`src/rtl/cpu_defs.sv`:
```
// cpu_defs: shared parameters and refill state encoding for the instruction-cache refill engine
package cpu_defs;
    localparam int ADDR_WIDTH_DEF  = 17;
    localparam int BLOCK_WIDTH_DEF = 4;
    localparam int BLOCK_SIZE_DEF  = 2 ** BLOCK_WIDTH_DEF;
    typedef enum logic [1:0] {
        IDLE  = 2'd0,
        FETCH = 2'd1,
        DRAIN = 2'd2,
        DONE  = 2'd3
    } refill_state_e;
endpackage

```
`src/rtl/line_assembler.sv`:
```
// line_assembler: tracks the byte in flight and writes it into its lane of the line buffer
module line_assembler
    import cpu_defs::*;
#(
    parameter int BLOCK_WIDTH = BLOCK_WIDTH_DEF,
    parameter int BLOCK_SIZE  = 2 ** BLOCK_WIDTH
) (
    input  logic                    clk,
    input  logic                    rst,
    input  logic                    issue,
    input  logic                    clear,
    input  logic [BLOCK_WIDTH-1:0]  issue_idx,
    input  logic [7:0]              data_in,
    output logic [BLOCK_SIZE*8-1:0] line_next
);
    logic                    pend_q, pend_d;
    logic [BLOCK_WIDTH-1:0]  pend_idx_q, pend_idx_d;
    logic [BLOCK_SIZE*8-1:0] buf_q, buf_d;
    always_comb begin
        pend_d     = issue && !clear;
        pend_idx_d = issue ? issue_idx : pend_idx_q;
        for (int i = 0; i < BLOCK_SIZE; i++)
            buf_d[8*i +: 8] = (pend_q && pend_idx_q == BLOCK_WIDTH'(i)) ? data_in : buf_q[8*i +: 8];
    end
    assign line_next = buf_d;
    always_ff @(posedge clk or posedge rst) begin
        if (rst) begin
            pend_q     <= 1'b0;
            pend_idx_q <= '0;
            buf_q      <= '0;
        end else begin
            pend_q     <= pend_d;
            pend_idx_q <= pend_idx_d;
            buf_q      <= buf_d;
        end
    end
endmodule

```
`src/rtl/icache_refill.sv`:
```
// icache_refill: reads one cache line byte-by-byte from RAM and returns it as a one-cycle pulse.
// Optional ICACHE_REFILL_FLUSH_EN adds a flush input that abandons the refill in progress.
module icache_refill
    import cpu_defs::*;
#(
    parameter int ADDR_WIDTH  = ADDR_WIDTH_DEF,
    parameter int BLOCK_WIDTH = BLOCK_WIDTH_DEF,
    parameter int BLOCK_SIZE  = 2 ** BLOCK_WIDTH
) (
    input  logic                              clkIn,
    input  logic                              resetIn,
`ifdef ICACHE_REFILL_FLUSH_EN
    input  logic                              flush,
`endif
    input  logic                              missValid,
    input  logic [ADDR_WIDTH-BLOCK_WIDTH-1:0] missAddr,
    output logic                              busy,
    output logic                              ramRead,
    output logic [ADDR_WIDTH-1:0]             ramAddr,
    input  logic [7:0]                        ramDataIn,
    input  logic                              ramStall,
    output logic                              lineValid,
    output logic [ADDR_WIDTH-BLOCK_WIDTH-1:0] lineAddr,
    output logic [BLOCK_SIZE*8-1:0]           lineData
);
    localparam int LW = ADDR_WIDTH - BLOCK_WIDTH;
    refill_state_e           state_q, state_d;
    logic [BLOCK_WIDTH-1:0]  cnt_q, cnt_d;
    logic [LW-1:0]           line_q, line_d;
    logic                    busy_q, busy_d;
    logic                    ram_read_q, ram_read_d;
    logic [ADDR_WIDTH-1:0]   ram_addr_q, ram_addr_d;
    logic                    line_valid_q, line_valid_d;
    logic [LW-1:0]           line_addr_q, line_addr_d;
    logic [BLOCK_SIZE*8-1:0] line_data_q, line_data_d;
    logic [BLOCK_SIZE*8-1:0] line_next;
    logic                    issue, flush_w;
`ifdef ICACHE_REFILL_FLUSH_EN
    assign flush_w = flush;
`else
    assign flush_w = 1'b0;
`endif
    assign issue = (state_q == FETCH) && !ramStall;
    line_assembler #(.BLOCK_WIDTH(BLOCK_WIDTH), .BLOCK_SIZE(BLOCK_SIZE)) u_asm (
        .clk       (clkIn),
        .rst       (resetIn),
        .issue     (issue),
        .clear     (flush_w),
        .issue_idx (cnt_q),
        .data_in   (ramDataIn),
        .line_next (line_next)
    );
    always_comb begin
        state_d      = state_q;
        cnt_d        = cnt_q;
        line_d       = line_q;
        busy_d       = busy_q;
        ram_read_d   = ram_read_q;
        ram_addr_d   = ram_addr_q;
        line_valid_d = 1'b0;
        line_addr_d  = line_addr_q;
        line_data_d  = line_data_q;
        case (state_q)
            IDLE: if (missValid) begin
                state_d    = FETCH;
                line_d     = missAddr;
                cnt_d      = '0;
                ram_addr_d = {missAddr, {BLOCK_WIDTH{1'b0}}};
                ram_read_d = 1'b1;
                busy_d     = 1'b1;
            end
            FETCH: if (issue) begin
                cnt_d      = cnt_q + 1'b1;
                ram_addr_d = {line_q, cnt_d};
                ram_read_d = cnt_q != '1;
                state_d    = cnt_q == '1 ? DRAIN : FETCH;
            end
            DRAIN: begin
                state_d      = DONE;
                line_valid_d = 1'b1;
                line_addr_d  = line_q;
                line_data_d  = line_next;
            end
            default: begin
                state_d = IDLE;
                busy_d  = 1'b0;
            end
        endcase
        // flush overrides everything, including a miss arriving in the same cycle
        if (flush_w) begin
            state_d      = IDLE;
            busy_d       = 1'b0;
            ram_read_d   = 1'b0;
            line_valid_d = 1'b0;
            line_addr_d  = line_addr_q;
            line_data_d  = line_data_q;
        end
    end
    always_ff @(posedge clkIn or posedge resetIn) begin
        if (resetIn) begin
            state_q      <= IDLE;
            cnt_q        <= '0;
            line_q       <= '0;
            busy_q       <= 1'b0;
            ram_read_q   <= 1'b0;
            ram_addr_q   <= '0;
            line_valid_q <= 1'b0;
            line_addr_q  <= '0;
            line_data_q  <= '0;
        end else begin
            state_q      <= state_d;
            cnt_q        <= cnt_d;
            line_q       <= line_d;
            busy_q       <= busy_d;
            ram_read_q   <= ram_read_d;
            ram_addr_q   <= ram_addr_d;
            line_valid_q <= line_valid_d;
            line_addr_q  <= line_addr_d;
            line_data_q  <= line_data_d;
        end
    end
    assign busy      = busy_q;
    assign ramRead   = ram_read_q;
    assign ramAddr   = ram_addr_q;
    assign lineValid = line_valid_q;
    assign lineAddr  = line_addr_q;
    assign lineData  = line_data_q;
endmodule

```
`config.mk`:
```
export PLATFORM = sky130hd
export DESIGN_NAME = icache_refill
export DESIGN_NICKNAME = d
export VERILOG_FILES = /design/src/rtl/cpu_defs.sv /design/src/rtl/line_assembler.sv /design/src/rtl/icache_refill.sv
export SDC_FILE = /design/constraint.sdc
export NUM_CORES = 1
export LEC_CHECK = 0
export ABC_AREA = 1
export BUFFER_PORTS_ARGS = -buffer_cell sky130_fd_sc_hd__buf_2
export CORE_ASPECT_RATIO = 0.6
export CORE_UTILIZATION = 62
export CTS_CLUSTER_DIAMETER = 40
export CTS_CLUSTER_SIZE = 14
export DETAILED_ROUTE_END_ITERATION = 12
export GPL_ROUTABILITY_DRIVEN = 0
export PLACE_DENSITY = 0.89
export SETUP_SLACK_MARGIN = 0.02
export SYNTH_ARGS = -nofsm -noshare
export SYNTH_HDL_FRONTEND = slang
export SYNTH_SLANG_ARGS = --single-unit
```
`constraint.sdc`:
```
create_clock -name clkIn -period 28.6 [get_ports clkIn]
set_input_delay 1.43 -clock clkIn [delete_from_list [all_inputs] [get_ports clkIn]]
set_output_delay 1.43 -clock clkIn [all_outputs]
set_load 0.03 [all_outputs]
```
; Word-level counts from Yosys, hierarchy flattened
; Cells that the tools add are included.
[word_totals]
reg_bits = 313
latch_bits = 0
ramBits = 0
romBits = 0
inputBits = 25
out_inout_bits = 161
elab_cells = 92
mem_count = 0
[classes]
add_sub_neg = 1
n_mul = 0
n_div = 0
order_cmp = 0
n_eq_ne = 21
shifts = 0
mux = 31
n_bitwise = 1
reduce_logical = 26
[op_table]
columns = op, count
row1 = $mux 8, 16
row2 = $eq 4x4->1 const B, 9
row3 = $mux 17, 2
row4 = $pmux 17 s2, 1
row5 = $logic_and 1x1->1, 17
row6 = $eq 4x3->1 const B, 4
row7 = $eq 4x2->1 const B, 2
row8 = $mux 4, 2
row9 = $pmux 4 s2, 1
row10 = $mux 2, 3
row11 = $pmux 2 s3, 1
row12 = $reduce_and 2->1, 3
row13 = $add 4x1->4 const B, 1
row14 = $eq 4x1->1 const B, 1
row15 = $logic_not 4->1, 1
row16 = $ne 4x4->1 const B, 1
row17 = $pmux 1 s2, 2
row18 = $mux 1, 3
row19 = $reduce_and 3->1, 1
row20 = $eq 2x1->1 const B, 1
row21 = $eq 2x2->1 const B, 1
row22 = $logic_not 2->1, 1
row23 = $ne 2x1->1 const B, 1
row24 = $ne 2x2->1 const B, 1
row25 = 4 further kinds, 4

; Longest topological paths before layout
; Gate-level depths: netlist of the first run.
[depth]
ltp_word = 4
ltp_mapped = 9
ltp_nobuf = 8

; Hierarchy
; Synthesis of the first run repeated with hierarchy kept, for this count alone.
[hier_totals]
hier_cells = 1142
hier_area_um2 = 12408.2
[by_module_without_submodules]
columns = module, n_inst, cells_each, area_each_um2, seq_area_each_um2
row1 = icache_refill, 1, 503, 6919.1, 4404.2
row2 = line_assembler, 1, 639, 5489.0, 3328.2

; Worst setup path before layout of the first run
; Ideal clock, no wire load.
[synth_path]
path_type = in2reg
from = input missValid
to = register ram_addr_q[10], in the netlist ramAddr[10]
setup_ps = 65
arrival_time_ps = 2226
required_time_ps = 28535
path_slack_ps = 26309
stages = 7
path_buffers = 2
path_cell_list = inv_1 -> nand2_1 -> nand3_1 -> clkbuf_1 -> buf_2 -> nand2_1 -> nand2_1
[synth_between]
elab_chain_cells = 2
[synth_rtl]
columns = element, line
row1 = from (decl), icache_refill.sv:15  ; input logic missValid,
row2 = $ne 2x2->1 (no source line), --
row3 = $reduce_and 3->1 (no source line), --
row4 = to (signal assigned), icache_refill.sv:116  ; ram_addr_q <= ram_addr_d;
row5 = to (decl), icache_refill.sv:32  ; logic [ADDR_WIDTH-1:0] ram_addr_q, ram_addr_d;
; Every way passes these cells.
; A chain may end at the register's enable or synchronous reset.

; Worst setup path after layout of the first run
[layout_path]
from = register state_q[1]
to = register cnt_q[2]
[layout_between]
elab_chain_cells = 4
elab_cells_between_ends = 8
cone_classes = eq/ne: 3 / mux: 1 / reduce/logical: 4
[layout_rtl]
columns = element, line
row1 = from (decl), icache_refill.sv:27  ; refill_state_e state_q, state_d;
row2 = from (signal assigned), icache_refill.sv:111  ; state_q <= state_d;
row3 = $eq 2x1->1, "icache_refill.sv:43, icache_refill.sv:63"
row4 = $logic_and 1x1->1, icache_refill.sv:43  ; assign issue = (state_q == FETCH) && !ramStall;
row5 = $ne 2x1->1 (no source line), --
row6 = $reduce_and 3->1 (no source line), --
row7 = to (signal assigned), icache_refill.sv:112  ; cnt_q <= cnt_d;
row8 = to (decl), icache_refill.sv:28  ; logic [BLOCK_WIDTH-1:0] cnt_q, cnt_d;
; Parallel ways exist; a longest one is shown, timed or not.

==> results_dict.tcl, run 1 <==
set metrics [dict create \
    synth_top_area_share_pct 59.3 \
    p_int_w 0.000822 \
    cts_buffers 28 \
    fp.coreArea_mm2 0.0203 \
    fillCellCount 1471 \
    critPathLaunchType "flip-flop" \
    rows 40 \
    ys_seq_elements 309 \
    cts_sinks 309 \
    num_io_pins 186 \
    ant_nets 0 \
    netlist_top_cells_area "dfrtp_1, nand2_1, and2_1" \
    layout_setup_ws_ns 25.44 \
    cp_top_family "buffers and inverters" \
    path_class "flip-flop to flip-flop" \
    grt_pass1_wl_mm 51.9 \
    dp_slack_ns 25.44 \
    cp_num_buf_inv 3 \
    min_delay_path_depth 2 \
    clock_skew_ns 0.0124 \
    totalPowerFinal_w 0.00123 \
    crit_fanout 31 \
    clockPowerShare_pct 28.5 \
    setup_viol 0 \
    syn_inst 1528 \
    fin_crit_sh_pct 11.0 \
    viasPerCell 5.43 \
    firstDrtPassIters 5 \
    cts-resized-gates 0 \
    fin_tns_setup_ns 0 \
    max_freq_mhz 317 \
    drv_cap 0 \
    die_y_um 114 \
    cts_root_buffer "clkbuf_16" \
    switchingPower_w 0.000409 \
    p_seq_share_pct 46.5 \
    slowest_delay_ns 0.78 \
    clkTransAtPathRegs_ns 0.07 \
    ctsHoldBuffers 0 \
    hold_path.class "flip-flop to flip-flop" \
    path_cells "inv_1, ha_1, inv_1, nand2_1, nand3_1, inv_1, nand3_1, nand2_1" \
    ff2ff_setup_slack_ns 25.44 \
    postCtsSetupBuffers 0 \
    htreeDepth 1 \
    cp.depth 8 \
    antenna_found_initial 0 \
    start_util_pct 64.2 \
    drive_above_1_share_pct 14.7 \
    crit_slowest_cell "ha_1" \
    fin_crit_ns 3.16 \
    reg2reg_depth 8 \
    ys_types 18 \
    end_kind "flip-flop" \
    avgRoutedWirePerCell_um 16.4 \
    syn-cell-area_mm2 0.0130 \
    rsz0062_at_grt "false" \
    drt-total-wl_mm 32.4 \
    drtIter0Drc 1214 \
    grt_max_degree 169 \
    io_buffers 185 \
    crit_path_frequent_cell "inv_1" \
    vias 10688 \
    ir_drop_mv 0.0506 \
    drc 0 \
    insertion_delay_ns 0.53 \
    whs_ns 0.468 \
    switching_share_pct 33.3 \
    grt_pass1_vias 10117 \
    yosysSeqAreaShare_pct 59.3 \
    relSlewSlack_pct 22.1 \
    power_density_mw_per_mm2 82.3 \
    die_width_um 189 \
    synth_fp_nets 1558 \
    dp_hpwl_mm 20.7 \
    grt_overflow_total 0 \
    ys.warnings.count 0 \
    synth.avg_cell_area_um2 8.53 \
    area_delta_synth_final_pct 14.7 \
    power_frac_comb_pct 25.0 \
    dieArea_mm2 0.0216 \
    cts_buffer_depth 3 \
    max_slew.worst_pin.slew_ns 1.17 \
    synth_area_leader_cell "dfrtp_1" \
    p_leak_nw 7.68 \
    report.final.slew_viol_count 0 \
    cp.required_ns 29.06 \
    final_nets 1718 \
    status "completed" \
    hold_violations 0 \
    grt_usage_pct 30.5 \
    cts_tree "done" \
    cp_data_arrival_time_ns 3.62 \
    n_antenna_cell 0 \
]
-- power by group through the flow --
stage          Sequential (W)  Clock [W]  Combinational [W]
2_1_floorplan        0.000601          0           0.000204
3_3_place_gp         0.000574          0           0.000287
3_5_place_dp         0.000578          0           0.000301
4_1_cts              0.000572   0.000353           0.000306
5_1_grt              0.000581   0.000371           0.000346
6_report             0.000573   0.000350           0.000308
-- cells in the final DEF (no fill, tap or decap), drive strengths merged, types with 4 or more instances in the layout --
cell / Yosys / final
nand4: 25 / 25
and2: 128 / 128
clkinv: 0 / 4
nand2: 627 / 627
nand3: 149 / 149
inv: 166 / 168
dfrtp: 309 / 309
clkbuf: 39 / 31
a21oi: 4 / 4
o21ai: 33 / 33
buf: 20 / 189
nor2: 22 / 22
ha: 5 / 5
-- synthesized netlist by cell type --
| cell type | count |
|---|---|
| a21oi_1 | 4 |
| nand4_1 | 25 |
| nor2_2 | 13 |
| clkbuf_1 | 39 |
| and2_1 | 128 |
| nand2_1 | 627 |
| inv_1 | 162 |
| buf_1 | 7 |
| xor2_1 | 1 |
| nand3_1 | 147 |
| ha_1 | 5 |
| nand3_2 | 2 |
| nor2_4 | 1 |
| inv_2 | 4 |
| dfrtp_1 | 309 |
| nor2_1 | 8 |
| o21ai_0 | 33 |
| buf_2 | 13 |
-- worst paths after layout --
check	from	endpoint
max	state_q[1]	cnt_q[2]
min	lineAddr[8]	lineAddr[8]
max reg2reg	state_q[1]	cnt_q[2]
min reg2reg	lineAddr[8]	lineAddr[8]
max in group asynchronous	resetIn	lineAddr[7]
min in group asynchronous	resetIn	lineData[115]
-- kinds of logic after synthesis --
family / synth area share, %
compound gates: 1.42
buf+inv: 6.60
flops: 59.3
xor+xnor: 0.0672
fa+ha+maj: 0.480
simple gates: 32.1
-- area by class of cell --
| class | instances | area [um2] | area share [%] |
|---|---|---|---|
| Inverter | 166 | 633 | 4.23 |
| Tap cell | 273 | 342 | 2.28 |
| Sequential cell | 309 | 7730 | 51.7 |
| Multi-Input combinational cell | 994 | 4460 | 29.8 |
| Timing Repair Buffer | 189 | 968 | 6.48 |
| Clock buffer | 31 | 743 | 4.97 |
| Clock inverter | 8 | 78.8 | 0.527 |
-- flip-flops by register name, indices dropped and copies added (netlist names) --
register,cells
busy,1
cnt_q,3
lineAddr,13
lineData,128
lineValid,1
line_q,13
ramAddr,14
ramRead,1
state_q,2
u_asm.buf_q,128
u_asm.pend_idx_q,4
u_asm.pend_q,1
-- per-layer routing --
layer / vias up / global-route usage (%) / routed length, um
met3: 71 / 4.84 / 2450
met1: 5168 / 46.4 / 14800
met5: - / 0 / 0
met2: 464 / 46.2 / 14300
li1: 4985 / - / -
met4: 0 / 8.33 / 818
-- worst min-delay path, cell delays in order, from the launching register on --
cell     delay [ns]
dfrtp_1        0.34
nand2_1        0.05
nand2_1        0.04
-- stage by stage --
stage                     util, %  instance area [um2]  instances
final                        73.6                15000       1970
after detailed placement     69.6                14100       1931
after floorplan                 -                13000       1528
after global routing         73.6                15000       1970
after CTS                    73.6                15000       1970
after global placement       69.6                14100       1931
No activity file was read; power rests on OpenSTA's default activity.
==> inputs of run 2 (changes only) <==
- CORE_UTILIZATION: 62 -> 52
- PLACE_DENSITY: 0.89 -> 0.8
- clock period: 28.6 -> 2.7 ns (I/O delays scaled with it)
==> run 2 against run 1 <==
Register-to-register slack worse by 25 ns; critical endpoint is now lineData[121]; highest routed layer unchanged; the flow now finishes with violations (design-rule violations); sequential share of layout area down 2.5 points; clock skew up 0.0064 ns; largest cell class unchanged.
==> results_dict.tcl, run 2 (synthesis results as in run 1) <==
set metrics [dict create \
    status "complete, but fails checks" \
    violations "design-rule violations" \
    die_width_um 206 \
    n_antenna_cell 0 \
    rsz0062_at_grt "false" \
    dp_hpwl_mm 21.7 \
    insertion_delay_ns 0.52 \
    firstDrtPassIters 9 \
    grt_max_degree 143 \
    grt_usage_pct 27.1 \
    dieArea_mm2 0.0257 \
    cts_buffers 34 \
    dpl.cell_count 1995 \
    layout_common_cells "nand2_1, dfrtp_1, buf_2" \
    ant_nets 0 \
    r2r-start "state_q[0]" \
    vias 10626 \
    cp_data_arrival_time_ns 2.29 \
    cts_tree "done" \
    fin_tns_setup_ns 0 \
    grt_pass1_vias 10317 \
    setup_viol 0 \
    drive_above_1_share_pct 16.4 \
    start_util_pct 53.5 \
    drv_cap 0 \
    crit_fanout 142 \
    cts_buffer_depth 3 \
    htreeDepth 2 \
    cts_sinks 309 \
    reg2reg_depth 5 \
    clock_skew_ns 0.0188 \
    rows 44 \
    end_kind "flip-flop" \
    r2r-end "lineData[121]" \
    fin_crit_sh_pct 68.5 \
    path_class "flip-flop to flip-flop" \
    max_slew.worst_pin.slew_ns 0.967 \
    antenna_found_initial 0 \
    p_leak_nw 8.00 \
    report.final.slew_viol_count 0 \
    hold_path.class "input port to async pin" \
    power_density_mw_per_mm2 905 \
    postLayoutCoreUtil_pct 64.4 \
    clkTransAtPathRegs_ns 0.06 \
    dp_slack_ns 0.915 \
    layout_commonest_cell "nand2_1" \
    ff2ff_setup_slack_ns 0.85 \
    critPathLaunchType "flip-flop" \
    final_cells 2071 \
    grt_pass1_wl_mm 54.6 \
    ir_drop_mv 0.453 \
    drtIter0Drc 889 \
    cp.required_ns 3.14 \
    fin_crit_ns 1.85 \
    max_freq_mhz 540 \
    final_nets 1755 \
    io_buffers 185 \
    die_y_um 125 \
    area_delta_synth_final_pct 20.5 \
    cts_root_buffer "clkbuf_16" \
    drc 10 \
    avgRoutedWirePerCell_um 16.2 \
    num_io_pins 186 \
    grt_overflow_total 0 \
    layout_setup_ws_ns 0.850 \
    viasPerCell 5.13 \
    hold_violations 0 \
    fp.coreArea_mm2 0.0244 \
    relSlewSlack_pct 35.5 \
    drt-total-wl_mm 33.6 \
]
## run 2: cell types whose count changed in the layout (fill, tap and decap cells not counted), sizes merged
cell,delta
dlygate4sd3,+16
clkinvlp,+6
clkbuf,+13
inv,-1
buf,+15
clkinv,+2
bufinv,+1
## run 2: final cells by class
| class | count | area (um2) |
|---|---|---|
| clock inverter | 16 | 160 |
| multi-input combinational | 994 | 4460 |
| timing repair buffer | 220 | 1300 |
| clock buffer | 44 | 1020 |
| tap | 322 | 403 |
| sequential | 309 | 7730 |
| inverter | 166 | 629 |
| fill | 2000 | 8680 |
## run 2: critical path, stage by stage, from the launching register on
cell and delay, ns:
dfrtp_1 0.41, inv_1 0.15, ha_4 0.19, buf_12 0.41, nand3_1 0.29, nand2_1 0.11
## run 2: through the flow
| step | hold WS (ns) | power (W) | cell area, um2 |
|---|---|---|---|
| CTS | 0.319 | 0.0143 | 15700 |
| global placement | 0.302 | 0.00926 | 14400 |
| global route | 0.355 | 0.0150 | 15700 |
| detailed placement | 0.298 | 0.00941 | 14400 |
| finish | 0.305 | 0.0142 | 15700 |
| floorplan | 0.296 | 0.00853 | 13000 |
## run 2: per-layer routing
metal | GRT usage [%] | routed length (um) | vias up
met5 | 0 | 0 | -
met4 | 6.83 | 621 | 0
met3 | 4.50 | 2610 | 57
met2 | 39.2 | 14600 | 391
met1 | 42.4 | 15700 | 5097
li1 | - | - | 5081
## run 2: what timing repair did
item                                   4_1_cts  5_1_grt
hold buffers                                16        0
buffers inserted                             0        0
endpoints found under the hold margin       38        0
resized for setup                            0        0
## run 2: power by group
group	leakage, nW	switching, W	internal, W	total (W)
sequential	3.46	0.000463	0.00560	0.00607
clock	0.568	0.00190	0.00288	0.00478
combinational	3.98	0.00224	0.00113	0.00337
total	8.00	0.00460	0.00962	0.0142
## run 2: worst max-delay path by stage
stage                   startpoint             to  cells past startpoint  slack, ns
3_3_place_gp            state_q[1]       cnt_q[0]                      6       1.02
4_1_cts        u_asm.pend_idx_q[1]   lineData[85]                      6       0.91
3_5_place_dp   u_asm.pend_idx_q[1]   lineData[85]                      6       0.92
2_1_floorplan              resetIn           busy                      1      -1.55
5_1_grt        u_asm.pend_idx_q[1]   lineData[85]                      6       0.73
6_report                state_q[0]  lineData[121]                      5       0.85
